File: config.mk
export PLATFORM = sky130hd
export DESIGN_NAME = sync_debounce
export DESIGN_NICKNAME = d
export VERILOG_FILES = /design/src/rtl/sync_debounce_pkg.sv /design/src/rtl/sync_chain.sv /design/src/rtl/sync_debounce.sv
export SDC_FILE = /design/constraint.sdc
export NUM_CORES = 1
export LEC_CHECK = 0
export ABC_CLOCK_PERIOD_IN_PS = 3270
export BUFFER_PORTS_ARGS = -buffer_cell sky130_fd_sc_hd__buf_4
export CAP_MARGIN = 20
export CORE_AREA = 2 2 39 41
export CTS_CLUSTER_DIAMETER = 40
export DETAILED_ROUTE_END_ITERATION = 16
export DIE_AREA = 0 0 41 43
export PLACE_DENSITY = 0.53
export SYNTH_ARGS = -nofsm -noshare
export SYNTH_HDL_FRONTEND = slang
export SYNTH_HIERARCHICAL = 1
export SYNTH_SLANG_ARGS = --single-unit
File: constraint.sdc
create_clock -name clk -period 3.27 [get_ports clk]
set_clock_uncertainty 0.2 [all_clocks]
set_input_delay 0.327 -clock clk [delete_from_list [all_inputs] [get_ports clk]]
set_output_delay 0.327 -clock clk [all_outputs]
set_load 0.05 [all_outputs]
File: src/rtl/sync_debounce_pkg.sv
// sync_debounce_pkg: shared FSM state encodings for the sync_debounce slice
package sync_debounce_pkg;
   localparam logic [1:0] LOW      = 2'd0;
   localparam logic [1:0] CHK_HIGH = 2'd1;
   localparam logic [1:0] HIGH     = 2'd2;
   localparam logic [1:0] CHK_LOW  = 2'd3;
endpackage

File: src/rtl/sync_chain.sv
// sync_chain: reset-to-0 flop chain bringing an asynchronous bit into clk
module sync_chain #(
   parameter int STAGES = 2
) (
   input  logic clk,
   input  logic rst,
   input  logic d,
   output logic q
);
   logic [STAGES-1:0] r;
   always_ff @(posedge clk or negedge rst)
      if (!rst) r <= '0;
      else      r <= {r[STAGES-2:0], d};
   assign q = r[STAGES-1];
endmodule

File: src/rtl/sync_debounce.sv
// sync_debounce: synchronise, debounce and edge-detect an asynchronous input
module sync_debounce
   import sync_debounce_pkg::*;
#(
   parameter int SYNC_STAGES     = 2,
   parameter int DEBOUNCE_CYCLES = 4
) (
   input  logic clk,
   input  logic rst,
   input  logic din,
   input  logic en,
   input  logic clear,
   output logic out,
   output logic rise,
   output logic fall
);
   localparam int CNT_W = $clog2(DEBOUNCE_CYCLES + 1);
   logic             s, hi, diff, last, rise_nx, fall_nx;
   logic [1:0]       state, state_nx;
   logic [CNT_W-1:0] cnt, cnt_nx;
   sync_chain #(.STAGES(SYNC_STAGES)) u_sync (.clk(clk), .rst(rst), .d(din), .q(s));
   // state[1] is the settled level, so it doubles as the registered output
   assign hi   = state[1];
   assign out  = hi;
   assign diff = s ^ hi;
   // from a settled state cnt is 0, so last here means a single-sample debounce
   assign last = cnt == CNT_W'(DEBOUNCE_CYCLES - 1);
   always_comb begin
      state_nx = state;
      cnt_nx   = cnt;
      rise_nx  = 1'b0;
      fall_nx  = 1'b0;
      if (clear) begin
         state_nx = LOW;
         cnt_nx   = '0;
      end else if (en && !diff) begin
         state_nx = hi ? HIGH : LOW;
         cnt_nx   = '0;
      end else if (en && last) begin
         state_nx = hi ? LOW : HIGH;
         cnt_nx   = '0;
         rise_nx  = !hi;
         fall_nx  = hi;
      end else if (en) begin
         state_nx = hi ? CHK_LOW : CHK_HIGH;
         cnt_nx   = cnt + CNT_W'(1);
      end
   end
   always_ff @(posedge clk or negedge rst)
      if (!rst) begin
         state <= LOW;
         cnt   <= '0;
         rise  <= 1'b0;
         fall  <= 1'b0;
      end else begin
         state <= state_nx;
         cnt   <= cnt_nx;
         rise  <= rise_nx;
         fall  <= fall_nx;
      end
endmodule

=== Yosys cells after proc, flatten, opt, wreduce, memory -nomap -nowiden ===
Cells that the tools add are included.

* Add/subtract/negate cells: 1
* Shift-type cells: 0
* Reductions and logical operators: 5
* Muxes and demuxes: 17
* $lt $le $gt $ge: 0
* Bitwise gates (word level): 1
* Eq/ne operators: 1
* Multipliers: 0
* Divide/modulo/power cells: 0

{| class="wikitable"
|+ Operators with widths
! kind !! count
|-
| $mux 2 || 7
|-
| $mux 3 || 4
|-
| $mux 1 || 6
|-
| $reduce_bool 4->1 || 1
|-
| $add 3x1->3 const B || 1
|-
| $eq 3x2->1 const B || 1
|-
| $logic_and 1x1->1 || 2
|-
| $logic_not 1->1 || 2
|-
| $xor 1x1->1 || 1
|}

* Input port bits: 5
* RAM bits: 0
* Word-level logic and storage cells: 30
* Latch bits: 0
* Memories: 0
* Output and inout port bits: 3
* Bits in read-only memories: 0
* Bits in registers: 9

=== Logic depth before layout (Yosys ltp) ===
* Depth in word-level cells: 5
* Mapped depth: 4
* Depth with buffers taken out: 4

=== Modules after synthesis ===
The synthesis kept the hierarchy.

{| class="wikitable"
|+ By module, submodules not included
! module !! cells each !! instances !! sequential area each (um2) !! area each (um2)
|-
| sync_debounce || 24 || 1 || 150.1 || 286.5
|-
| sync_chain || 2 || 1 || 50.0 || 50.0
|}

=== Least setup slack after synthesis ===
OpenSTA, ideal clock, no wires.

* Path kind: register to register
* Start point: register state[1]
* End point: register cnt[1]
* Period minus slack after synthesis: 1402 ps
* Required time: 2996 ps
* Stages on the path, launching flop included: 4
* Arrival: 1128 ps
* Slack: 1868 ps
* Path buffers: 0
* Setup time: 74 ps
* Cell sequence: dfrtp_1 -> xnor2_1 -> a21o_2 -> o21ai_2

* Cells in the longest elaborated chain, start to end: 5
* Elaborated cells between the ends (all ways): 6
* Classes of those cells: mux (2); bitwise (1); reduce/logical (3)

{| class="wikitable"
|+ Ends and longest elaborated chain
! item !! line !! RTL
|-
| start, declared || sync_debounce.sv:19 || <nowiki>logic [1:0] state, state_nx;</nowiki>
|-
| start signal, assigned || sync_debounce.sv:56 || <nowiki>state <= state_nx;</nowiki>
|-
| $xor 1x1->1 * || sync_debounce.sv:25 || <nowiki>assign diff = s ^ hi;</nowiki>
|-
| $logic_not 1->1 * || sync_debounce.sv:36 || <nowiki>end else if (en && !diff) begin</nowiki>
|-
| $logic_and 1x1->1 * || sync_debounce.sv:36 ||
|-
| $mux 3 || sync_debounce.sv:36 ||
|-
| $mux 3 || sync_debounce.sv:33 || <nowiki>if (clear) begin</nowiki>
|-
| end signal, assigned || sync_debounce.sv:57 || <nowiki>cnt <= cnt_nx;</nowiki>
|-
| end, declared || sync_debounce.sv:20 || <nowiki>logic [CNT_W-1:0] cnt, cnt_nx;</nowiki>
|}

Mark *: on every way between the ends. The rest lies on a longest branch, timed or not.
A chain may end at the register's enable or synchronous reset.

=== Worst setup path after layout ===
* Start point: register state[1]
* End point: output out

{| class="wikitable"
|+ RTL lines
! item !! line !! RTL
|-
| end, declared || sync_debounce.sv:13 || <nowiki>output logic out,</nowiki>
|}

No word-level cell between the ends.

==> impl_metrics.ini <==
[global_routing]
antenna_found_initial = 0
first_global_vias = 245
globalRouteMet3Util = 0.0366
use_met1 = 0.105
use_met2 = 0.138
grt_start_max_net_pins = 9
grt.busiest_layer = met2
grt_overflow = 0
track_usage = 0.0958
grt_pass1_wl_um = 1070

[drt]
vias_per_cell = 4.52
first_iter_violations = 3
antenna_left = 0
wl_um = 602
wl_per_cell_um = 11.1
drc_errors = 0
first_pass_iters = 3
vias = 244

[clock_network]
cts.sinks = 8
clk_latency_ns = 0.25
clock_path_buffers = 2
htree_levels = 1
cts-root-buf = clkbuf_4
cts-buffers-inserted = 3
cts_tree = done
path_clk_slew_ns = 0.05

[critical_path]
crit_family = flip-flops
path_cells = buf_4
path_buf_inv = 1
cp.arrival_ns = 0.90
critPathKind = reg -> out
cp-end-kind = primary output
crit_path_start_kind = flip-flop
slowest_delay_ns = 0.43
slowest_stage = dfrtp_1
worstPathRequired_ns = 2.74
rr_worst_depth = 3
cp_max_fo = 5
crit_cells = 1

[hold_path]
min_path_type = in -> reg
hold_path_depth = 2

[finish]
multiInputGateArea_um2 = 133
antenna_cells = 0
syn_to_final_growth_pct = 34.2
drive_gt1_frac = 0.342
regArea_um2 = 200
fillCellCount = 143
nets = 46

[logic_synthesis]
syn_inst = 26
syn_nets = 32
ys_warn_count = 6
synth_area_per_cell_um2 = 12.9
synth-seq-area-share = 0.595
synth.area.top_cells = dfrtp_1 (59%), nor4b_1 (5.2%), nand3b_1 (4.5%)
async_flop_share = 1.00
synth_area_leader_cell = dfrtp_1
synth_edf_count = 0
synth-seq-cells = 8
yosysTopAreaCellShare = 0.595
netlist_area_um2 = 337
yosys.cell_types.count = 16
yosysMostFrequentCell = dfrtp_1
yosys-top-cells-count = dfrtp_1 (8), nand3b_1 (2), nor2_1 (2), nor4b_1 (2)
dominantRegCellSynth = dfrtp_1

[sta]
finalSetupViolCount = 0
worst_pin_slew_ns = 0.296
fin_crit_ns = 1.43
hold_viol_final = 0
rsz0062_at_grt = false
fmax_mhz = 699
tns_ns = 0
min_period_over_period = 0.437
worst_slack_ns = 1.84
slew_headroom = 0.800
drv_slew = 0

[pwr]
irDropWorstVdd_uv = 192
power.density_nw_per_um2 = 424
p_leak_nw = 0.214

[flow_run]
maxCapViolations = 0

[place]
place_congestion = 0.660
io_buffers = 7
pre_cts_ws_ns = 1.89
dp_hpwl_um = 458

[floorplan]
die_h_um = 43
die_x_um = 41
ios = 8
std_cell_rows = 14
fp.dieArea_um2 = 1760
core_um2 = 1380
initial_core_util = 0.243

[status]
status = finished, final reports clean
metrics by stage:
stage / util / total power, mW / cells / hold WS, ns / area (um2)
floorplan: - / 0.110 / 26 / -0.169 / 337
CTS: 0.326 / 0.195 / 54 / 0.101 / 452
global placement: 0.296 / 0.118 / 49 / -0.0554 / 409
detailed placement: 0.296 / 0.119 / 49 / -0.0522 / 409
global route: 0.326 / 0.206 / 54 / 0.102 / 452
finish: 0.326 / 0.192 / 54 / 0.102 / 452
logic make-up (layout without fill, tap and decap cells):
kind of cell	count (synthesis)	count (layout)	share of synthesized area
mux	1	1	0.0297
flops	8	8	0.595
fa+ha+maj	1	1	0.0372
compound gates	4	4	0.112
xor+xnor	1	1	0.0260
simple gates	10	10	0.190
buf+inv	1	13	0.0111
cell usage in the layout, fill, tap and decap left out:
master         instances
inv_1                  1
dfrtp_1                8
nor2_1                 2
nand2b_1               1
mux2i_1                1
o21a_1                 1
o21ai_2                1
dlygate4sd3_1          2
clkbuf_4               3
nor3_1                 1
xnor2_1                1
nand2_1                1
or3b_1                 1
buf_4                  7
a21o_2                 1
nand3b_1               2
nor4b_1                2
o22ai_2                1
ha_1                   1
registers in the layout (all words and copies together), names as in the netlist:
signal and cells:
cnt 3, u_sync/r 2, fall 1, rise 1, state 1
final timing paths:
path | to | from | slack (ns)
setup / recovery | out | state[1]$_DFFE_PN0P_ | 1.84
setup reg to reg | fall$_DFF_PN0_ | cnt[0]$_DFFE_PN0P_ | 1.87
max in group asynchronous | fall$_DFF_PN0_ | rst | 2.51
hold / removal | state[1]$_DFFE_PN0P_ | clear | 0.10
min in group asynchronous | u_sync/r[1]$_DFF_PN0_ | rst | 0.23
hold reg to reg | u_sync/r[1]$_DFF_PN0_ | u_sync/r[0]$_DFF_PN0_ | 0.16
report_power, final:
group / internal [mW] / switching, mW
sequential: 0.101 / 0.00170
combinational: 0.00860 / 0.00708
clock: 0.0418 / 0.0309
layer usage:
layer  share of wire  vias up  routed length, um
met3           0.071        2                 43
met2            0.55        8                331
met1            0.36      118                219
li1                -      116                  -
met4           0.013        0                  8
met5               0        -                  0
timing repair:
item,in CTS,in global routing
setup buffers,0,0
hold buffers,2,0
resized for setup,0,0
endpoints found under the hold margin,9,0
cell type report:
cell class                 count  share of cell area
sequential                     8               0.443
tap                           16              0.0443
timing repair buffer           9               0.161
clock buffer                   3              0.0499
inverter                       1             0.00831
multi-input combinational     17               0.294
Note: power is estimated with default switching activity, not from simulation.
